<file path="config.mk">
export PLATFORM = sky130hd
export DESIGN_NAME = multicycle_control
export DESIGN_NICKNAME = d
export VERILOG_FILES = /design/src/rtl/multicycle_control.sv
export SDC_FILE = /design/constraint.sdc
export NUM_CORES = 1
export LEC_CHECK = 0
export ABC_AREA = 1
export BUFFER_PORTS_ARGS = -buffer_cell sky130_fd_sc_hd__clkbuf_2
export CORE_ASPECT_RATIO = 0.8
export CORE_UTILIZATION = 40
export CTS_BUF_LIST = sky130_fd_sc_hd__clkbuf_8
export CTS_CLUSTER_SIZE = 8
export DETAILED_ROUTE_END_ITERATION = 8
export GPL_ROUTABILITY_DRIVEN = 0
export HOLD_SLACK_MARGIN = 0.05
export MAX_ROUTING_LAYER = met4
export PLACE_DENSITY = 0.75
export SLEW_MARGIN = 10
export SYNTH_ARGS = -nofsm -noshare
export SYNTH_HDL_FRONTEND = slang
export SYNTH_SLANG_ARGS = --single-unit
</file>
<file path="constraint.sdc">
create_clock -name clk -period 2.1 [get_ports clk]
set_input_delay 0.525 -clock clk [delete_from_list [all_inputs] [get_ports clk]]
set_output_delay 0.525 -clock clk [all_outputs]
set_load 0.02 [all_outputs]
</file>
<file path="src/rtl/multicycle_control.sv">
// Multi-cycle main control FSM for the RV32I shared-memory datapath.
// Sequences fetch/decode/execute/memory/writeback and drives the datapath
// enables and mux selects. Memory accesses use a req/ready handshake with an
// optional wait-cycle timeout that raises a bus-error trap.
//
// Ports:
//   clk, rst_n        rising-edge clock, asynchronous active-low reset
//   opcode            IR opcode field (valid from DECODE onward)
//   zero              ALU zero flag (branch decision)
//   mem_ready         memory completes the current request this cycle
//   mem_req/mem_write memory request / request is a store
//   adr_src           memory address select (0 PC, 1 ALUOut)
//   ir_write,pc_write IR+OldPC load, PC update
//   reg_write         register-file write
//   result_src        00 ALUOut, 01 read data, 10 ALU result
//   alu_src_a/b, alu_op  ALU operand selects and operation class
//   trap, trap_cause  trap indication and cause (01 illegal, 10 timeout)
//   state_dbg         current state encoding
module multicycle_control #(
    parameter bit          EN_JAL         = 1'b1,
    parameter bit          HALT_ON_TRAP   = 1'b0,
    parameter int unsigned TIMEOUT_CYCLES = 16
) (
    input  logic       clk,
    input  logic       rst_n,
    input  logic [6:0] opcode,
    input  logic       zero,
    input  logic       mem_ready,
    output logic       mem_req,
    output logic       mem_write,
    output logic       adr_src,
    output logic       ir_write,
    output logic       pc_write,
    output logic       reg_write,
    output logic [1:0] result_src,
    output logic [1:0] alu_src_a,
    output logic [1:0] alu_src_b,
    output logic [1:0] alu_op,
    output logic       trap,
    output logic [1:0] trap_cause,
    output logic [3:0] state_dbg
);

    localparam int unsigned WAIT_W = 8;

    localparam logic [6:0] OP_LOAD   = 7'b0000011;
    localparam logic [6:0] OP_STORE  = 7'b0100011;
    localparam logic [6:0] OP_RTYPE  = 7'b0110011;
    localparam logic [6:0] OP_ITYPE  = 7'b0010011;
    localparam logic [6:0] OP_BRANCH = 7'b1100011;
    localparam logic [6:0] OP_JAL    = 7'b1101111;

    localparam logic [1:0] CAUSE_NONE    = 2'b00;
    localparam logic [1:0] CAUSE_ILLEGAL = 2'b01;
    localparam logic [1:0] CAUSE_TIMEOUT = 2'b10;

    typedef enum logic [3:0] {
        S_FETCH    = 4'd0,
        S_DECODE   = 4'd1,
        S_MEMADR   = 4'd2,
        S_MEMREAD  = 4'd3,
        S_MEMWB    = 4'd4,
        S_MEMWRITE = 4'd5,
        S_EXECR    = 4'd6,
        S_EXECI    = 4'd7,
        S_ALUWB    = 4'd8,
        S_BEQ      = 4'd9,
        S_JAL      = 4'd10,
        S_TRAP     = 4'd11
    } state_e;

    state_e              state_q, state_d;
    logic [WAIT_W-1:0]   wait_cnt_q, wait_cnt_d;
    logic [1:0]          trap_cause_q, trap_cause_d;

    logic       timeout_c;
    logic       mem_req_c, mem_write_c, adr_src_c, ir_write_c, pc_write_c;
    logic       reg_write_c, trap_c;
    logic [1:0] result_src_c, alu_src_a_c, alu_src_b_c, alu_op_c;

    // Last permitted wait cycle reached with no completion.
    assign timeout_c = (TIMEOUT_CYCLES != 0)
                    && (wait_cnt_q == WAIT_W'(TIMEOUT_CYCLES - 1));

    // State, wait counter and trap cause registers.
    always_ff @(posedge clk or negedge rst_n) begin
        if (!rst_n) begin
            state_q      <= S_FETCH;
            wait_cnt_q   <= '0;
            trap_cause_q <= CAUSE_NONE;
        end else begin
            state_q      <= state_d;
            wait_cnt_q   <= wait_cnt_d;
            trap_cause_q <= trap_cause_d;
        end
    end

    // Next-state and output decode. wait_cnt defaults to 0, so it is clear
    // on every entry to a memory state and only counts while stalled.
    always_comb begin
        state_d      = state_q;
        wait_cnt_d   = '0;
        trap_cause_d = trap_cause_q;
        mem_req_c    = 1'b0;
        mem_write_c  = 1'b0;
        adr_src_c    = 1'b0;
        ir_write_c   = 1'b0;
        pc_write_c   = 1'b0;
        reg_write_c  = 1'b0;
        trap_c       = 1'b0;
        result_src_c = 2'b00;
        alu_src_a_c  = 2'b00;
        alu_src_b_c  = 2'b00;
        alu_op_c     = 2'b00;

        case (state_q)
            S_FETCH: begin
                mem_req_c    = 1'b1;
                alu_src_b_c  = 2'b10;
                result_src_c = 2'b10;
                if (mem_ready) begin
                    ir_write_c = 1'b1;
                    pc_write_c = 1'b1;
                    state_d    = S_DECODE;
                end else if (timeout_c) begin
                    state_d      = S_TRAP;
                    trap_cause_d = CAUSE_TIMEOUT;
                end else begin
                    wait_cnt_d = wait_cnt_q + WAIT_W'(1);
                end
            end
            S_DECODE: begin
                // Branch target OldPC+imm lands in ALUOut for BEQ.
                alu_src_a_c = 2'b01;
                alu_src_b_c = 2'b01;
                case (opcode)
                    OP_LOAD, OP_STORE: state_d = S_MEMADR;
                    OP_RTYPE:          state_d = S_EXECR;
                    OP_ITYPE:          state_d = S_EXECI;
                    OP_BRANCH:         state_d = S_BEQ;
                    OP_JAL: begin
                        if (EN_JAL) begin
                            state_d = S_JAL;
                        end else begin
                            state_d      = S_TRAP;
                            trap_cause_d = CAUSE_ILLEGAL;
                        end
                    end
                    default: begin
                        state_d      = S_TRAP;
                        trap_cause_d = CAUSE_ILLEGAL;
                    end
                endcase
            end
            S_MEMADR: begin
                alu_src_a_c = 2'b10;
                alu_src_b_c = 2'b01;
                state_d     = (opcode == OP_STORE) ? S_MEMWRITE : S_MEMREAD;
            end
            S_MEMREAD: begin
                mem_req_c = 1'b1;
                adr_src_c = 1'b1;
                if (mem_ready) begin
                    state_d = S_MEMWB;
                end else if (timeout_c) begin
                    state_d      = S_TRAP;
                    trap_cause_d = CAUSE_TIMEOUT;
                end else begin
                    wait_cnt_d = wait_cnt_q + WAIT_W'(1);
                end
            end
            S_MEMWB: begin
                result_src_c = 2'b01;
                reg_write_c  = 1'b1;
                state_d      = S_FETCH;
            end
            S_MEMWRITE: begin
                mem_req_c   = 1'b1;
                mem_write_c = 1'b1;
                adr_src_c   = 1'b1;
                if (mem_ready) begin
                    state_d = S_FETCH;
                end else if (timeout_c) begin
                    state_d      = S_TRAP;
                    trap_cause_d = CAUSE_TIMEOUT;
                end else begin
                    wait_cnt_d = wait_cnt_q + WAIT_W'(1);
                end
            end
            S_EXECR: begin
                alu_src_a_c = 2'b10;
                alu_op_c    = 2'b10;
                state_d     = S_ALUWB;
            end
            S_EXECI: begin
                alu_src_a_c = 2'b10;
                alu_src_b_c = 2'b01;
                alu_op_c    = 2'b11;
                state_d     = S_ALUWB;
            end
            S_ALUWB: begin
                reg_write_c = 1'b1;
                state_d     = S_FETCH;
            end
            S_BEQ: begin
                alu_src_a_c = 2'b10;
                alu_op_c    = 2'b01;
                pc_write_c  = zero;
                state_d     = S_FETCH;
            end
            S_JAL: begin
                // PC <- target from ALUOut; ALU forms OldPC+4 for rd in ALUWB.
                alu_src_a_c = 2'b01;
                alu_src_b_c = 2'b10;
                pc_write_c  = 1'b1;
                state_d     = S_ALUWB;
            end
            S_TRAP: begin
                trap_c = 1'b1;
                if (!HALT_ON_TRAP) begin
                    state_d      = S_FETCH;
                    trap_cause_d = CAUSE_NONE;
                end
            end
            default: begin
                state_d = S_FETCH;
            end
        endcase
    end

    // All outputs are held at 0 while reset is asserted.
    assign mem_req    = rst_n & mem_req_c;
    assign mem_write  = rst_n & mem_write_c;
    assign adr_src    = rst_n & adr_src_c;
    assign ir_write   = rst_n & ir_write_c;
    assign pc_write   = rst_n & pc_write_c;
    assign reg_write  = rst_n & reg_write_c;
    assign trap       = rst_n & trap_c;
    assign result_src = rst_n ? result_src_c : 2'b00;
    assign alu_src_a  = rst_n ? alu_src_a_c  : 2'b00;
    assign alu_src_b  = rst_n ? alu_src_b_c  : 2'b00;
    assign alu_op     = rst_n ? alu_op_c     : 2'b00;
    assign trap_cause = rst_n ? trap_cause_q : 2'b00;
    assign state_dbg  = rst_n ? 4'(state_q)  : 4'd0;

endmodule
</file>
Word level (Yosys, flattened, before mapping)
Index checks and enable logic that the tools add are counted.
{"block": "word_totals", "wordCells": 77, "reg_bits": 14, "input_bits": 11, "output_inout_bits": 21}
{"block": "classes", "n_bitwise": 7, "reduce_logical": 13, "mux": 32, "n_eq_ne": 21, "add_sub_neg": 1}
{"op": "8-bit two-way mux", "n": 3}
{"op": "4-bit one-hot mux with 6 select lines", "n": 1}
{"op": "4-bit two-way mux", "n": 5}
{"op": "4-bit one-hot mux with 5 select lines", "n": 1}
{"op": "4-bit by 3-bit == test with 1-bit output, second input constant", "n": 4}
{"op": "4-bit == test, second input constant", "n": 4}
{"op": "2-bit two-way mux", "n": 8}
{"op": "7-bit by 6-bit == test with 1-bit output, second input constant", "n": 2}
{"op": "7-bit == test, second input constant", "n": 2}
{"op": "2-bit one-hot mux with 2 select lines", "n": 3}
{"op": "2-bit one-hot mux with 3 select lines", "n": 2}
{"op": "2-bit OR reduction", "n": 5}
{"op": "3-bit OR reduction", "n": 3}
{"op": "8-bit by 1-bit adder with 8-bit output, second input constant", "n": 1}
{"op": "4-bit by 2-bit == test with 1-bit output, second input constant", "n": 2}
{"op": "8-bit by 4-bit == test with 1-bit output, second input constant", "n": 1}
{"op": "1-bit bitwise AND", "n": 7}
{"op": "7-bit by 2-bit == test with 1-bit output, second input constant", "n": 1}
{"op": "7-bit by 5-bit == test with 1-bit output, second input constant", "n": 1}
{"op": "1-bit two-way mux", "n": 7}
{"op": "6-bit OR reduction", "n": 1}
{"op": "4-bit by 1-bit == test with 1-bit output, second input constant", "n": 1}
{"op": "4-bit logical NOT", "n": 1}
{"op": "2-bit inequality test, second input constant", "n": 2}
{"op": "6 further kinds", "n": 6}

Longest topological paths before layout
Gate-level depths: netlist of run 1.
{"block": "logic_depth", "ltp_word": 4, "depth_mapped": 11, "depth_no_buf": 11}

Worst setup path after synthesis of run 1
Ideal clock, no wire load.
{"block": "synth_path", "path_type": "input to output", "start": "input rst_n", "end": "output trap", "arrival_time_ns": 1.429, "path_slack_ns": 0.146, "t_required_ns": 1.575, "n_path_buf": 1, "path_stages": 3, "path_cell_list": "buf_2 -> clkinv_1 -> nor3_1"}
{"block": "synth_between", "elab_chain_len": 1}
{"element": "start, declared", "line": "25", "source": "input logic rst_n,"}
{"element": "1-bit bitwise AND", "line": "238", "source": "assign trap = rst_n & trap_c;"}
{"element": "end, declared", "line": "39", "source": "output logic trap,"}
No other way between the ends.

Worst setup path after layout of run 1
{"block": "layout_path", "start": "register state_q[3]", "end": "output alu_src_a[1]"}
{"block": "layout_between", "elab_chain_len": 4, "elab_cells_between_ends": 10, "classes_between": "eq/ne: 6; mux: 2; reduce/logical: 2"}
{"element": "start, declared", "line": "72", "source": "state_e state_q, state_d;"}
{"element": "start signal, assigned", "line": "92", "source": "state_q <= state_d;"}
{"element": "4-bit by 3-bit == test with 1-bit output (tied with other cells)", "line": "116", "source": "case (state_q)"}
{"element": "4-bit OR reduction (no source line) or 2-bit OR reduction (tied branches)"}
{"element": "2-bit one-hot mux with 2 select lines (*)", "line": "116"}
{"element": "2-bit two-way mux (*)", "line": "240", "source": "assign alu_src_a = rst_n ? alu_src_a_c : 2'b00;"}
{"element": "end, declared", "line": "36", "source": "output logic [1:0] alu_src_a,"}
Every way passes the cells marked *; elsewhere a longest branch is shown, timed or not.

==> results of run 1 <==
==> kinds of logic after synthesis <==
kind of cell             count (synthesis)
AND/OR/NAND/NOR                        102
adder cells (fa/ha/maj)                  1
AO/OA/AOI/OAI                           21
buffers and inverters                   35
flip-flops                              14
XOR/XNOR                                 1
==> synth_stat cells, types with 2 or more instances <==
| cell type | number |
|---|---|
| o211ai_1 | 2 |
| inv_2 | 2 |
| nor2_1 | 37 |
| nand2_1 | 42 |
| nand4_1 | 3 |
| inv_1 | 30 |
| o21ai_1 | 2 |
| nand2_2 | 3 |
| a31oi_1 | 3 |
| nand3_1 | 9 |
| dfrtp_1 | 14 |
| nor2_2 | 2 |
| a21oi_1 | 7 |
| o21ai_0 | 4 |
==> cell type report <==
cell class	count	area share [%]
multi-input cells	125	45.0
flip-flops and latches	14	25.2
repair buffers	36	13.9
inverters	33	8.79
clock buffers	4	3.91
well taps	36	3.20
==> through the flow <==
| stage | instances | TNS [ns] |
|---|---|---|
| after CTS | 247 | 0 |
| after detailed placement | 243 | 0 |
| final | 248 | 0 |
| after global routing | 248 | -0.0315 |
| after floorplan | 174 | 0 |
| after global placement | 243 | 0 |
==> worst register-to-register path: stages (launching register included) <==
cell	delay (ns)
dfrtp_1	0.38
ha_1	0.17
nand2_1	0.08
nor2_1	0.14
nand3_1	0.13
o21ai_0	0.17
nand2_1	0.07
inv_1	0.09
nand2_1	0.07
nand2_1	0.06
nand2_1	0.04
==> worst max path at each step <==
stage,from,endpoint,depth (start not counted)
final,state_q[3],alu_src_a[1],8
after global routing,state_q[3],alu_src_a[1],8
after CTS,state_q[3],alu_src_a[0],6
after detailed placement,state_q[3],alu_src_a[0],6
after global placement,rst_n,trap,4
after floorplan,rst_n,trap,3
==> metal layers <==
metal | vias to the layer above | part of all wire [%] | track usage (%)
met4 | 0 | 0.68 | 4.17
li1 | 620 | - | -
met3 | 4 | 4.9 | 5.57
met5 | - | 0 | -
met1 | 532 | 50 | 25.3
met2 | 29 | 44 | 30.4
==> timing repair <==
item,CTS,global route
setup buffers,0,1
gates resized for setup,2,12
pin swaps,0,2
setup endpoints to repair,2,7
cloned,0,0
==> power groups by stage <==
stage	combinational [W]	sequential, W	clock [W]
floorplan	0.000688	0.000392	0
global placement	0.000879	0.000419	0
detailed placement	0.000881	0.000424	0
CTS	0.000891	0.000428	0.000266
global route	0.00105	0.000458	0.000280
finish	0.000933	0.000445	0.000258
==> sequential cells by signal, summed over array words and instances (netlist names) <==
name	cells
wait_cnt_q	8
trap_cause_q	2
state_q	4
==> run metrics, run 1 <==
leading cell type in the layout, fill and taps excluded=nand2_1; WP buf/inv=4; first-pass GRT wire length=about 4300 um; nets@finish=225; HP Class=in2async; final setup margin=slightly below 0.08 ns; fmax=just under 500 MHz; Worst R2R Setup Slack=0.59 ns; delay of the slowest critical-path stage=between 0.4 and 0.5 ns; drt wl/cell=between 10 and 15 um; Internal=0.000856 W; Final period util=a little over nine tenths; Final Cell Area=0.00141 mm2; CTS tree=done; crit path time final=approximately 2.0 ns; vias in the first global route=between 1,000 and 1,500; WP data arrival=1.50 ns; Die Y-Extent=48.9 um; max_cap viols=0; status=finished, final reports clean; most frequent cells in the layout=nand2_1, nor2_1, inv_1; unrepaired setup endpoints after global routing=yes; Routed Antenna Nets=0; clock slew at reported path FFs=about 0.060 ns; cell accounting for the most synthesized area=dfrtp_1; Synth Cell Area=between 0.001 and 0.0015 mm2; max-slew violation count=0; top cell type's share of synthesized area=approximately a third; Num CTS Buffers=3; initial DRC count=53; Adder-Cell Fraction of Synth Area=1.14%; grt total ovfl=0; TritonRoute pass-1 iters=4; Crit. End Element=primary output; post-synthesis compound-gate area fraction=between 10% and 20%; final core occ=between 50% and 60%; CP max FO=7; PortBufs=31; Worst Setup Path Type=reg2out; P per Cell Area=around 1200 mW/mm2; critical path cell sequence=nor2_4 -> inv_1 -> nor2_1 -> inv_1 -> nand2_1 -> o21ai_0 -> inv_1 -> clkbuf_2; Worst-Margin Slew=0.276 ns; core area=0.00252 mm2; Tot Pwr=about 0.0016 W; Post-Synth Simple-Gate Area=between 40% and 50%; R2R cell count=10; sw frac=between 40% and 50%; register area=around 360 um2; largest net degree at the start of global routing=18; initial antenna violation count=0; sequential power share=around 27%; fraction of the yosys area taken by sequential cells=about a third; clock skew=about 0.0048 ns; via count=about 1,200; Worst EP required=between 1.5 and 2 ns; CTS Buffer Depth=2; Most used DFF post-synth=dfrtp_1; total wire length=2490 um; multi-input gate area in the final layout=roughly 630 um2; Total GRT Usage=between 10% and 20%; switching pwr=0.000781 W; H-tree depth=1; Hold-fix buffers, CTS=0; share of cells above drive strength 1=28.3%; xor and xnor area share after synthesis=0.796%; Crit path top cell by count=inv_1; hold_ws=0.242 ns; Post-synth EDFFs=0; Area after DPL=~0.0013 mm2; synthesis-stage register bit count=14; n_diodes=0; Net Count, Synth=between 150 and 200; worst vdd ir=roughly 0.55 mV; clock power share=about 16%; Root Buffer=clkbuf_8; startpoint types=flop; Unique masters post-synth=28; Comb pwr share=57.0%; delay-heaviest family, CP=flip-flops; final setup fails=0; async set-or-reset flop fraction in the synthesized netlist=between 90% and 100%; Synth area leaders=dfrtp_1, nand2_1, nor2_1; FF-to-FF End=trap_cause_q[0]; Rows=16; worst r2r src=wait_cnt_q[0]; Starting Density=between 40% and 50%; IO Pins=32; clk_lat worst skew=around 0.24 ns; Mean Syn Cell Area=about 6.3 um2; Syn-to-layout area delta=28.1%; pre-CTS setup slack=~0.24 ns; Chip Width=around 60 um; CP max-delay cell=dfrtp_2; via/cell ratio=4.78; post-synthesis mux area share=0%; relative slew slack=roughly four fifths; Die ar.=about 0.003 mm2; # fillers=about 250; P_leak=0.804 nW; DRC=0; synthesized instance count=around 170; final hold violations=0; post-DP HPWL=a little under 2000 um; main combinational cell family by area after synthesis=simple AND/OR/NAND/NOR gates; CTS sink count=14; number of synthesis warnings=0
(Power assumes the default switching activity.)
==> inputs of run 2 (changes only) <==
Settings changed: CORE_UTILIZATION 40 to 50, PLACE_DENSITY 0.75 to 0.77.
==> run 2 against run 1 <==
Combinational power up 0.8%. Clock power up 3%. Non-clock buffer count down 1. Largest power group unchanged.
==> run metrics, run 2 (synthesis gave the netlist of run 1 again) <==
Chip Width=54.4 um (-10%); Worst EP required=1.57 ns (about the same); P_leak=0.793 nW (-1.3%); Comb pwr share=57.1% (about the same); clock skew=0.00166 ns (-0.00317 ns); delay-heaviest family, CP=flip-flops; CP max-delay cell=dfrtp_2; DRC=0 (unchanged); drt wl/cell=11.6 um (+16%); leading cell type in the layout, fill and taps excluded=nand2_1; sw frac=48.9% (+1.2 points); HP Class=in2async; grt total ovfl=0 (unchanged); Worst Setup Path Type=reg2out; Die Y-Extent=44.0 um (-10%); IO Pins=32 (unchanged); Crit. End Element=primary output; TritonRoute pass-1 iters=4 (unchanged); first-pass GRT wire length=4110 um (-4.5%); status=finished, final reports clean; largest net degree at the start of global routing=15 (-3); startpoint types=flop; clock power share=16.1% (+0.4 points); Die ar.=0.00239 mm2 (-19%); n_diodes=0 (unchanged); sequential power share=26.8% (-0.4 points); Routed Antenna Nets=0 (unchanged); nets@finish=224 (-0.44%); total wire length=2730 um (+9.8%); clk_lat worst skew=0.25 ns (about the same); CTS Buffer Depth=2 (unchanged); max-slew violation count=0 (unchanged); CTS tree=done; max FFs per register=8 (unchanged); P per Cell Area=1190 mW/mm2 (+2.4%); Num CTS Buffers=3 (unchanged); switching pwr=0.000805 W (+3.1%); crit path time final=2.06 ns (+0.0337 ns); register area=355 um2 (unchanged); Final period util=97.9% (+1.6 points); initial DRC count=25 (-53%); CP max FO=9 (+2); Worst-Margin Slew=0.290 ns (+0.0140 ns); fmax=486 MHz (-1.6%); share of cells above drive strength 1=29.4% (+1.1 points); most frequent cells in the layout=nand2_1, nor2_1, inv_1, clkbuf_2, dfrtp_1; Starting Density=55.6% (+12 points); delay of the slowest critical-path stage=0.47 ns (about the same); final hold violations=0 (unchanged); final setup fails=0 (unchanged); critical path cell sequence=nor2_2 -> nand2_2 -> nor2_1 -> inv_1 -> a31oi_1 -> buf_4; max_cap viols=0 (unchanged); # fillers=181 (-28%); core area=0.00198 mm2 (-22%); Hold-fix buffers, CTS=0 (unchanged); worst vdd ir=0.836 mV (+51%); Tot Pwr=0.00165 W (+0.57%); PortBufs=31 (unchanged); WP buf/inv=2 (-2); vias in the first global route=1,002 (-3.0%); WP data arrival=1.53 ns (+0.03 ns); Root Buffer=clkbuf_8; Rows=14 (-2); final cell count without fillers=235 (-5.2%); Largest regs=wait_cnt_q: 8 flops, state_q: 4 flops, trap_cause_q: 2 flops; relative slew slack=80.4% (-1.0 points); initial antenna violation count=0 (unchanged); Top reg by flops=wait_cnt_q; multi-input gate area in the final layout=632 um2 (-0.39%); post-DP HPWL=2120 um (+7.9%); Syn-to-layout area delta=25.8%; Internal=0.000841 W (-1.7%); via/cell ratio=5.17 (+8.2%); Placed Cells=230 (-5.3%); H-tree depth=1 (unchanged); via count=1,215 (+2.5%); clock slew at reported path FFs=0.06 ns (about the same); Total GRT Usage=25.0% (+5.4 points); CTS sink count=14 (unchanged)
## run 2: changes by cell type in the layout (fill, tap and decap cells not counted)
cell / delta
inv_2: +2
clkbuf_2: -1
inv_1: -2
nor2_2: +1
nor2_1: -1
nand2_4: -1
buf_2: +1
nand2_2: +1
buf_4: -1
## run 2: timing repair
item,in CTS,in global routing
resized for setup,2,15
setup endpoints to repair,3,7
pin swaps,0,2
buffers inserted,0,1
## run 2: routing by layer
metal	global-route usage, %	vias to the layer above	share of wire, %
li1	-	619	-
met1	32.1	553	45
met2	39.5	38	49
met3	7.37	5	5.1
met4	3.59	0	0.88
met5	-	-	0
## run 2: stage by stage
stage	setup WS (ns)	TNS [ns]	util (%)	instance area (um2)	hold slack (ns)
3_3_place_gp	0.271	0	65.2	1290	0.447
2_1_floorplan	0.146	0	-	1100	0.229
4_1_cts	0.00446	0	68.4	1350	0.207
3_5_place_dp	0.240	0	65.2	1290	0.451
5_1_grt	-0.0210	-0.0453	69.9	1380	0.213
6_report	0.0441	0	69.9	1380	0.208
## run 2: area by class of cell
| class | count | share of cell area (%) |
|---|---|---|
| inverter | 33 | 8.95 |
| sequential | 14 | 25.7 |
| clock buffer | 4 | 3.98 |
| multi-input combinational | 125 | 45.7 |
| timing repair buffer | 35 | 13.6 |
| tap | 24 | 2.17 |
## run 2: final timing paths
kind | from | endpoint | slack [ns] | cells after the start
worst max-delay path | state_q[1] | pc_write | 0.04 | 6
worst min-delay path | rst_n | state_q[2] | 0.21 | 2
worst max register to register | wait_cnt_q[0] | state_q[3] | 0.47 | 7
worst min register to register | wait_cnt_q[0] | wait_cnt_q[0] | 0.46 | 1
max in group asynchronous | rst_n | wait_cnt_q[5] | 1.52 | 3
min in group clk | wait_cnt_q[0] | wait_cnt_q[0] | 0.46 | 1
## run 2: power by group through the flow
| stage | combinational, W | clock [W] | sequential [W] |
|---|---|---|---|
| global placement | 0.000865 | 0 | 0.000418 |
| floorplan | 0.000688 | 0 | 0.000392 |
| detailed placement | 0.000877 | 0 | 0.000423 |
| finish | 0.000940 | 0.000265 | 0.000441 |
| CTS | 0.000886 | 0.000268 | 0.000427 |
| global route | 0.00105 | 0.000283 | 0.000446 |
